$ cat config.mk
export PLATFORM = sky130hd
export DESIGN_NAME = openram_packet_driver
export DESIGN_NICKNAME = d
export VERILOG_FILES = /design/src/rtl/openram_pkt_pkg.sv /design/src/rtl/openram_pkt_format.sv /design/src/rtl/openram_packet_driver.sv
export SDC_FILE = /design/constraint.sdc
export NUM_CORES = 1
export LEC_CHECK = 0
export ABC_AREA = 1
export CORE_ASPECT_RATIO = 1.25
export CORE_MARGIN = 2
export CORE_UTILIZATION = 40
export CTS_CLUSTER_DIAMETER = 200
export DETAILED_ROUTE_END_ITERATION = 6
export HOLD_SLACK_MARGIN = 0.08
export PLACE_DENSITY = 0.71
export SYNTH_ARGS = -nofsm -noshare
export SYNTH_HDL_FRONTEND = slang
export SYNTH_HIERARCHICAL = 1
export SYNTH_SLANG_ARGS = --single-unit
$ cat constraint.sdc
create_clock -name clk_in -period 2.2 [get_ports clk_in]
set_clock_uncertainty 0.2 [all_clocks]
set_input_delay 0.22 -clock clk_in [delete_from_list [all_inputs] [get_ports clk_in]]
set_output_delay 0.22 -clock clk_in [all_outputs]
set_load 0.005 [all_outputs]
$ cat src/rtl/openram_pkt_pkg.sv
// Shared definitions for the OpenRAM test chip packet interface: field
// positions of the 56-bit {chip_select, packet} word, op encodings, FSM states.
package openram_pkt_pkg;

   localparam int ADDR_W = 8;
   localparam int DATA_W = 32;
   localparam int MASK_W = 4;
   localparam int PKT_W  = 56;

   localparam int CS_BIT     = 55;
   localparam int CSB0_BIT   = 54;
   localparam int WEB0_BIT   = 53;
   localparam int WMASK0_LSB = 49;
   localparam int ADDR0_LSB  = 41;
   localparam int DIN0_LSB   = 9;
   localparam int CSB1_BIT   = 8;
   localparam int ADDR1_LSB  = 0;

   // Both ports deselected, port 0 in read mode, every other field zero.
   localparam logic [PKT_W-1:0] IDLE_PKT = (56'd1 << CSB0_BIT)
                                         | (56'd1 << WEB0_BIT)
                                         | (56'd1 << CSB1_BIT);

   typedef enum logic [1:0] {
      OP_WRITE = 2'b00,
      OP_READ0 = 2'b01,
      OP_READ1 = 2'b10,
      OP_RSVD  = 2'b11
   } op_e;

   typedef enum logic [1:0] {
      S_IDLE,
      S_ISSUE,
      S_WAIT,
      S_RESP
   } state_e;

endpackage

$ cat src/rtl/openram_pkt_format.sv
// Combinational formatter: one SRAM op -> the 56-bit word the test chip decodes.
// Kept standalone so the receive-side checker can reuse the exact encoding.
module openram_pkt_format
   import openram_pkt_pkg::*;
(
   input  op_e               op,
   input  logic              sram,
   input  logic [ADDR_W-1:0] addr,
   input  logic [DATA_W-1:0] wdata,
   input  logic [MASK_W-1:0] wmask,
   output logic [PKT_W-1:0]  word
);

   // NOTE: word gets a full default before the case so no path leaves it unassigned (no latch).
   always_comb begin
      word = IDLE_PKT;
      case (op)
         OP_WRITE: begin
            word[CS_BIT]                      = sram;
            word[CSB0_BIT]                    = 1'b0;
            word[WEB0_BIT]                    = 1'b0;
            word[WMASK0_LSB +: MASK_W]        = wmask;
            word[ADDR0_LSB +: ADDR_W]         = addr;
            word[DIN0_LSB +: DATA_W]          = wdata;
         end
         OP_READ0: begin
            word[CS_BIT]                      = sram;
            word[CSB0_BIT]                    = 1'b0;
            word[ADDR0_LSB +: ADDR_W]         = addr;
         end
         OP_READ1: begin
            word[CS_BIT]                      = sram;
            word[CSB1_BIT]                    = 1'b0;
            word[ADDR1_LSB +: ADDR_W]         = addr;
         end
         default: ;
      endcase
   end

endmodule

$ cat src/rtl/openram_packet_driver.sv
// Command-side initiator for the OpenRAM test chip: issues one SRAM op at a time
// as a held packet word and returns read data on a valid/ready response port.
module openram_packet_driver
   import openram_pkt_pkg::*;
#(
   parameter int RD_LATENCY = 2
) (
   input  logic              clk_in,
   input  logic              reset_n,
   input  logic              cmd_valid,
   output logic              cmd_ready,
   input  logic [1:0]        cmd_op,
   input  logic              cmd_sram,
   input  logic [ADDR_W-1:0] cmd_addr,
   input  logic [DATA_W-1:0] cmd_wdata,
   input  logic [MASK_W-1:0] cmd_wmask,
   output logic              rsp_valid,
   input  logic              rsp_ready,
   output logic [DATA_W-1:0] rsp_data,
   output logic [PKT_W-1:0]  packet_out,
   input  logic [DATA_W-1:0] sram_data_in,
   output logic              busy
);

   localparam int               CNT_W    = (RD_LATENCY > 1) ? $clog2(RD_LATENCY) : 1;
   localparam logic [CNT_W-1:0] LAST_CNT = CNT_W'(RD_LATENCY - 1);

   state_e           state_q, state_d;
   op_e              op;
   logic [PKT_W-1:0] fmt_word;
   logic [CNT_W-1:0] cnt_q;
   logic             is_read_q;
   logic             load_pkt, clear_pkt, capture_rsp, drop_rsp, cnt_inc;

   assign op = op_e'(cmd_op);

   openram_pkt_format u_format (
      .op    (op),
      .sram  (cmd_sram),
      .addr  (cmd_addr),
      .wdata (cmd_wdata),
      .wmask (cmd_wmask),
      .word  (fmt_word)
   );

   // NOTE: sequential state uses non-blocking assignments so every register samples pre-edge values.
   always_ff @(posedge clk_in or negedge reset_n) begin
      if (!reset_n) state_q <= S_IDLE;
      else          state_q <= state_d;
   end

   // cnt_q counts packet-held cycles; the read is sampled at the end of the last one.
   always_comb begin
      state_d     = state_q;
      cmd_ready   = 1'b0;
      busy        = 1'b1;
      load_pkt    = 1'b0;
      clear_pkt   = 1'b0;
      capture_rsp = 1'b0;
      drop_rsp    = 1'b0;
      cnt_inc     = 1'b0;
      case (state_q)
         S_IDLE: begin
            cmd_ready = 1'b1;
            busy      = 1'b0;
            if (cmd_valid && op != OP_RSVD) begin
               load_pkt = 1'b1;
               state_d  = S_ISSUE;
            end
         end
         S_ISSUE, S_WAIT: begin
            if (!is_read_q) begin
               clear_pkt = 1'b1;
               state_d   = S_IDLE;
            end else if (cnt_q == LAST_CNT) begin
               capture_rsp = 1'b1;
               clear_pkt   = 1'b1;
               state_d     = S_RESP;
            end else begin
               cnt_inc = 1'b1;
               state_d = S_WAIT;
            end
         end
         S_RESP: begin
            if (rsp_ready) begin
               drop_rsp = 1'b1;
               state_d  = S_IDLE;
            end
         end
         default: state_d = S_IDLE;
      endcase
   end

   // NOTE: packet_out resets asynchronously so the chip sees IDLE_PKT the moment reset_n falls.
   always_ff @(posedge clk_in or negedge reset_n) begin
      if (!reset_n) begin
         packet_out <= IDLE_PKT;
         is_read_q  <= 1'b0;
         cnt_q      <= '0;
         rsp_valid  <= 1'b0;
         rsp_data   <= '0;
      end else begin
         if (load_pkt) begin
            packet_out <= fmt_word;
            is_read_q  <= (op != OP_WRITE);
            cnt_q      <= '0;
         end else begin
            if (clear_pkt) packet_out <= IDLE_PKT;
            if (cnt_inc)   cnt_q      <= cnt_q + CNT_W'(1);
         end
         if (capture_rsp) begin
            rsp_data  <= sram_data_in;
            rsp_valid <= 1'b1;
         end else if (drop_rsp) begin
            rsp_valid <= 1'b0;
         end
      end
   end

endmodule
==> summary by stage <==
Run status
The flow ran to the end, and the final reports show no timing, DRC or antenna violations.

Logic synthesis
In the synthesized netlist the dominant register cell turns out to be sky130_fd_sc_hd__dfrtp_1. The share of the yosys chip area belonging to registers is 49.4%. Dividing the synthesized area by the synthesized cell count gives 8.64 um2.

Of the post-synthesis cell area, the dominant cell type holds 47.7%. The count of synthesis-stage warnings from yosys is 6. Ranked by total cell area, the synthesized netlist is headed by sky130_fd_sc_hd__dfrtp_1, sky130_fd_sc_hd__nand2_1, sky130_fd_sc_hd__nand4_1.

The count of distinct cell types in the synthesized netlist is 22. The cell count after synthesis came out at 546. In this run the cell area of the synthesized design comes to 0.00472 mm2. The net count after synthesis is 631. sky130_fd_sc_hd__dfrtp_1 takes more of the synthesized area than any other cell. After synthesis, the share of flip-flops with an asynchronous set or reset is 100%.

The synthesized design contains 93 register bits. Counting flops with a built-in enable in the synthesized netlist gives 0.

Clock tree
In this run the post-CTS setup repair buffer count came out at 0. The clock drives 93 sinks. The clock transition at the registers of the reported paths is 0.06 ns.

The cell sitting at the root of the clock tree is a sky130_fd_sc_hd__clkbuf_16. The clock insertion delay at the later pin of the skew report is 0.33 ns. The CTS buffer count is 9. The clock tree from TritonCTS is yes. The longest clock path from root to sink contains 2 buffers. The CTS H-tree depth is 3.

Power
Summed over all nets, the switching power comes to 2.83 mW. Per report_power, the clock group accounts for 20.6% of the total. The cell area power density is 1140 mW/mm2. The part of the power in registers is 33.6%.

The highest ir drop seen on vdd is 520 uV. The internal portion of the total power is 4.98 mW. For this design the static power due to leakage is 3.39 nW. The combinational fraction of design power is 45.9%.

The share of total power consumed by net switching is 36.2%.

Critical path
By startpoint and endpoint, the worst setup path is classified as reg2out. For the worst setup path, the data required time is 1.78 ns. The worst-path cell with the longest stage delay is sky130_fd_sc_hd__clkdlybuf4s50_1. Together, buffers and inverters on the worst path number 2.

The startpoint kind of the worst setup timing path is a flop. The slack of the worst reg-to-reg path is 0.31 ns. On the worst path, the slowest cell contributes a delay of 0.57 ns. For the worst setup path, the data arrival time is 1.68 ns. The highest fanout seen on the critical path is 5. The top cell family by delay on the critical path is buffers and inverters. The kind of capture point of the worst setup path is an output pin.

Walking the worst path, the cells encountered are inv_1, ha_2, clkdlybuf4s50_1.

Global route
The fraction of met1 tracks used by global routing is 25.5%. The global routing met3 resource utilization is 2.85%. The initial antenna violation count is 0.

The fraction of met2 tracks used by global routing is 34.0%. The via count of the first global-routing pass was 4242. The leftover overflow at the end of global routing is 0. The first global-routing pass estimated 20500 um of wire. The busiest metal layer after global routing is met2.

For this run, the total global-route usage over all layers was measured as 20.3%. Entering global routing, the biggest net connects 58 pins.

Placement
Routability-driven placement finished with a final weighted congestion of 0.798. Port buffering added 173 buffers. In this run, placement finished with an instance count of 830.

Detailed placement ended at an HPWL of 9160 um.

Worst hold path
The path class of the tightest hold or removal check is in2reg.

Die
In this run the vertical extent of the chip is 125 um. The die is 101 um wide. Once the floorplan was initialized, standard cells occupied 40.8% of the core. The die outline area is 0.0127 mm2. The initialized floorplan defines 44 standard-cell rows. The core area is 0.0116 mm2. During I/O placement, the number of pins put on the boundary was 174.

Routing
The number of routed nets with antenna violations is 0. The routed via count divided by cell count is 5.09. In the routed design, unresolved DRC markers number 0. The first-pass iteration count of the detailed router is 4. The total via count in the routed design is 4307. The total wire length after detailed routing is 12700 um. Dividing the detail-routed wire length by the instance count gives 15.0 um. The detailed router finished its first iteration with 244 violations.

STA
Setup repair after global routing left no endpoint under its margin. The smallest clock period supported by the final layout is computed as 2.10 ns. The final critical-path share of the clock period is 95.6%. The final max-slew violation count is 0.

The worst slew margin relative to its limit is 60.6%. The transition time of the tightest slew-check pin is 0.591 ns. The final number of hold-violating endpoints is 0. Static timing analysis puts the maximum clock frequency at 0.476 GHz. Setup total negative slack on the finished layout was measured at 0 ns. The number of failing setup endpoints in the final timing report is 0.

Run
Across the run, the number of max-cap violations was 0.

Layout
The layout-stage area growth over the synthesis result is 45.6%. The repair_antennas step left the layout with diodes totalling 0. The fraction of final layout cells with drive strength greater than 1 is 15.4%.

The finished layout holds 847 standard cells, fillers aside. In the final design database the tool counted 789 nets.
[power groups by stage]
stage	combinational (mW)	clock, mW	sequential, mW
after global placement	3.52	0	2.63
after CTS	3.63	1.65	2.62
after detailed placement	3.61	0	2.65
after floorplan	2.01	0	2.64
after global routing	3.93	1.73	2.68
final	3.58	1.61	2.62
[per-layer routing]
metal	vias up	wire length (um)	part of all wire [%]
li1	2081	-	-
met1	2046	5230	41
met2	160	6470	51
met3	20	741	5.8
met4	0	281	2.2
met5	-	0	0
[per-stage QoR]
stage / power (mW) / worst slack (ns) / util (%) / hold WS (ns) / area (um2)
floorplan: 4.66 / 0.629 / - / -0.276 / 4720
global placement: 6.14 / 0.371 / 56.7 / 0.0530 / 6550
detailed placement: 6.26 / 0.277 / 56.7 / 0.0670 / 6550
CTS: 7.90 / 0.0856 / 59.4 / 0.192 / 6870
global route: 8.35 / 0.0387 / 59.4 / 0.218 / 6870
finish: 7.80 / 0.0974 / 59.4 / 0.197 / 6870
[layout by cell type (no fill, tap or decap), types with 8 or more instances in the layout]
cell type / Yosys / layout
sky130_fd_sc_hd__nor2_2: 29 / 29
sky130_fd_sc_hd__nand3_1: 60 / 60
sky130_fd_sc_hd__nand3_2: 32 / 31
sky130_fd_sc_hd__buf_4: 7 / 12
sky130_fd_sc_hd__clkbuf_16: 0 / 9
sky130_fd_sc_hd__buf_12: 4 / 8
sky130_fd_sc_hd__clkdlybuf4s50_1: 0 / 171
sky130_fd_sc_hd__dfrtp_1: 90 / 90
sky130_fd_sc_hd__nand4_1: 56 / 56
sky130_fd_sc_hd__inv_1: 53 / 53
sky130_fd_sc_hd__nand2_1: 139 / 138
sky130_fd_sc_hd__nor2_1: 24 / 24
[worst min-delay path, stage by stage]
cell,delay (ns)
sky130_fd_sc_hd__buf_2,0.13
sky130_fd_sc_hd__nand3_4,0.22
sky130_fd_sc_hd__o21ai_0,0.11
[kinds of logic (layout without fill, tap and decap cells)]
logic type,after synthesis,after routing,share of synthesized area [%]
flip-flops,93,93,49.4
buffers and inverters,103,266,11.3
adder cells (fa/ha/maj),2,2,0.530
AO/OA/AOI/OAI,3,3,0.371
AND/OR/NAND/NOR,345,345,38.4
[timing repair]
item / 4_1_cts / 5_1_grt
gates resized for setup: 0 / 0
hold buffers: 1 / 0
endpoints found under the hold margin: 42 / 0
[cells in the mapped netlist, types with 2 or more instances]
cell                       number
sky130_fd_sc_hd__nand3_2       32
sky130_fd_sc_hd__o21ai_0        2
sky130_fd_sc_hd__clkbuf_1       9
sky130_fd_sc_hd__nand4_1       56
sky130_fd_sc_hd__buf_6          4
sky130_fd_sc_hd__ha_1           2
sky130_fd_sc_hd__dfrtp_1       90
sky130_fd_sc_hd__buf_4          7
sky130_fd_sc_hd__nand2_1      139
sky130_fd_sc_hd__inv_1         53
sky130_fd_sc_hd__nor2_1        24
sky130_fd_sc_hd__inv_2          3
sky130_fd_sc_hd__buf_12         4
sky130_fd_sc_hd__dfstp_2        3
sky130_fd_sc_hd__nor2_2        29
sky130_fd_sc_hd__nand2_4        3
sky130_fd_sc_hd__nand3_1       60
sky130_fd_sc_hd__buf_2         22
[path summary, 6_finish.rpt]
kind,from,cells after the start,end
min in group asynchronous,reset_n,2,packet_out[26]
max in group asynchronous,reset_n,3,packet_out[48]
min,cmd_valid,3,is_read_q
max reg2reg,state_q[0],7,state_q[1]
max,state_q[0],3,cmd_ready
min reg2reg,rsp_valid,2,rsp_valid
[flip-flops by register name, summed over array words and instances (netlist names)]
signal and flops:
cnt_q 1, is_read_q 1, rsp_data 32, packet_out 56
rsp_valid 1, state_q 2
[cell type report]
type / count / area, um2
fill: 1016 / 4690
sequential: 93 / 2330
timing repair buffer: 193 / 1980
multi-input combinational: 350 / 1870
clock buffer: 11 / 233
inverter: 57 / 214
tap: 138 / 173
clock inverter: 5 / 77.6
(Power assumes the default switching activity.)
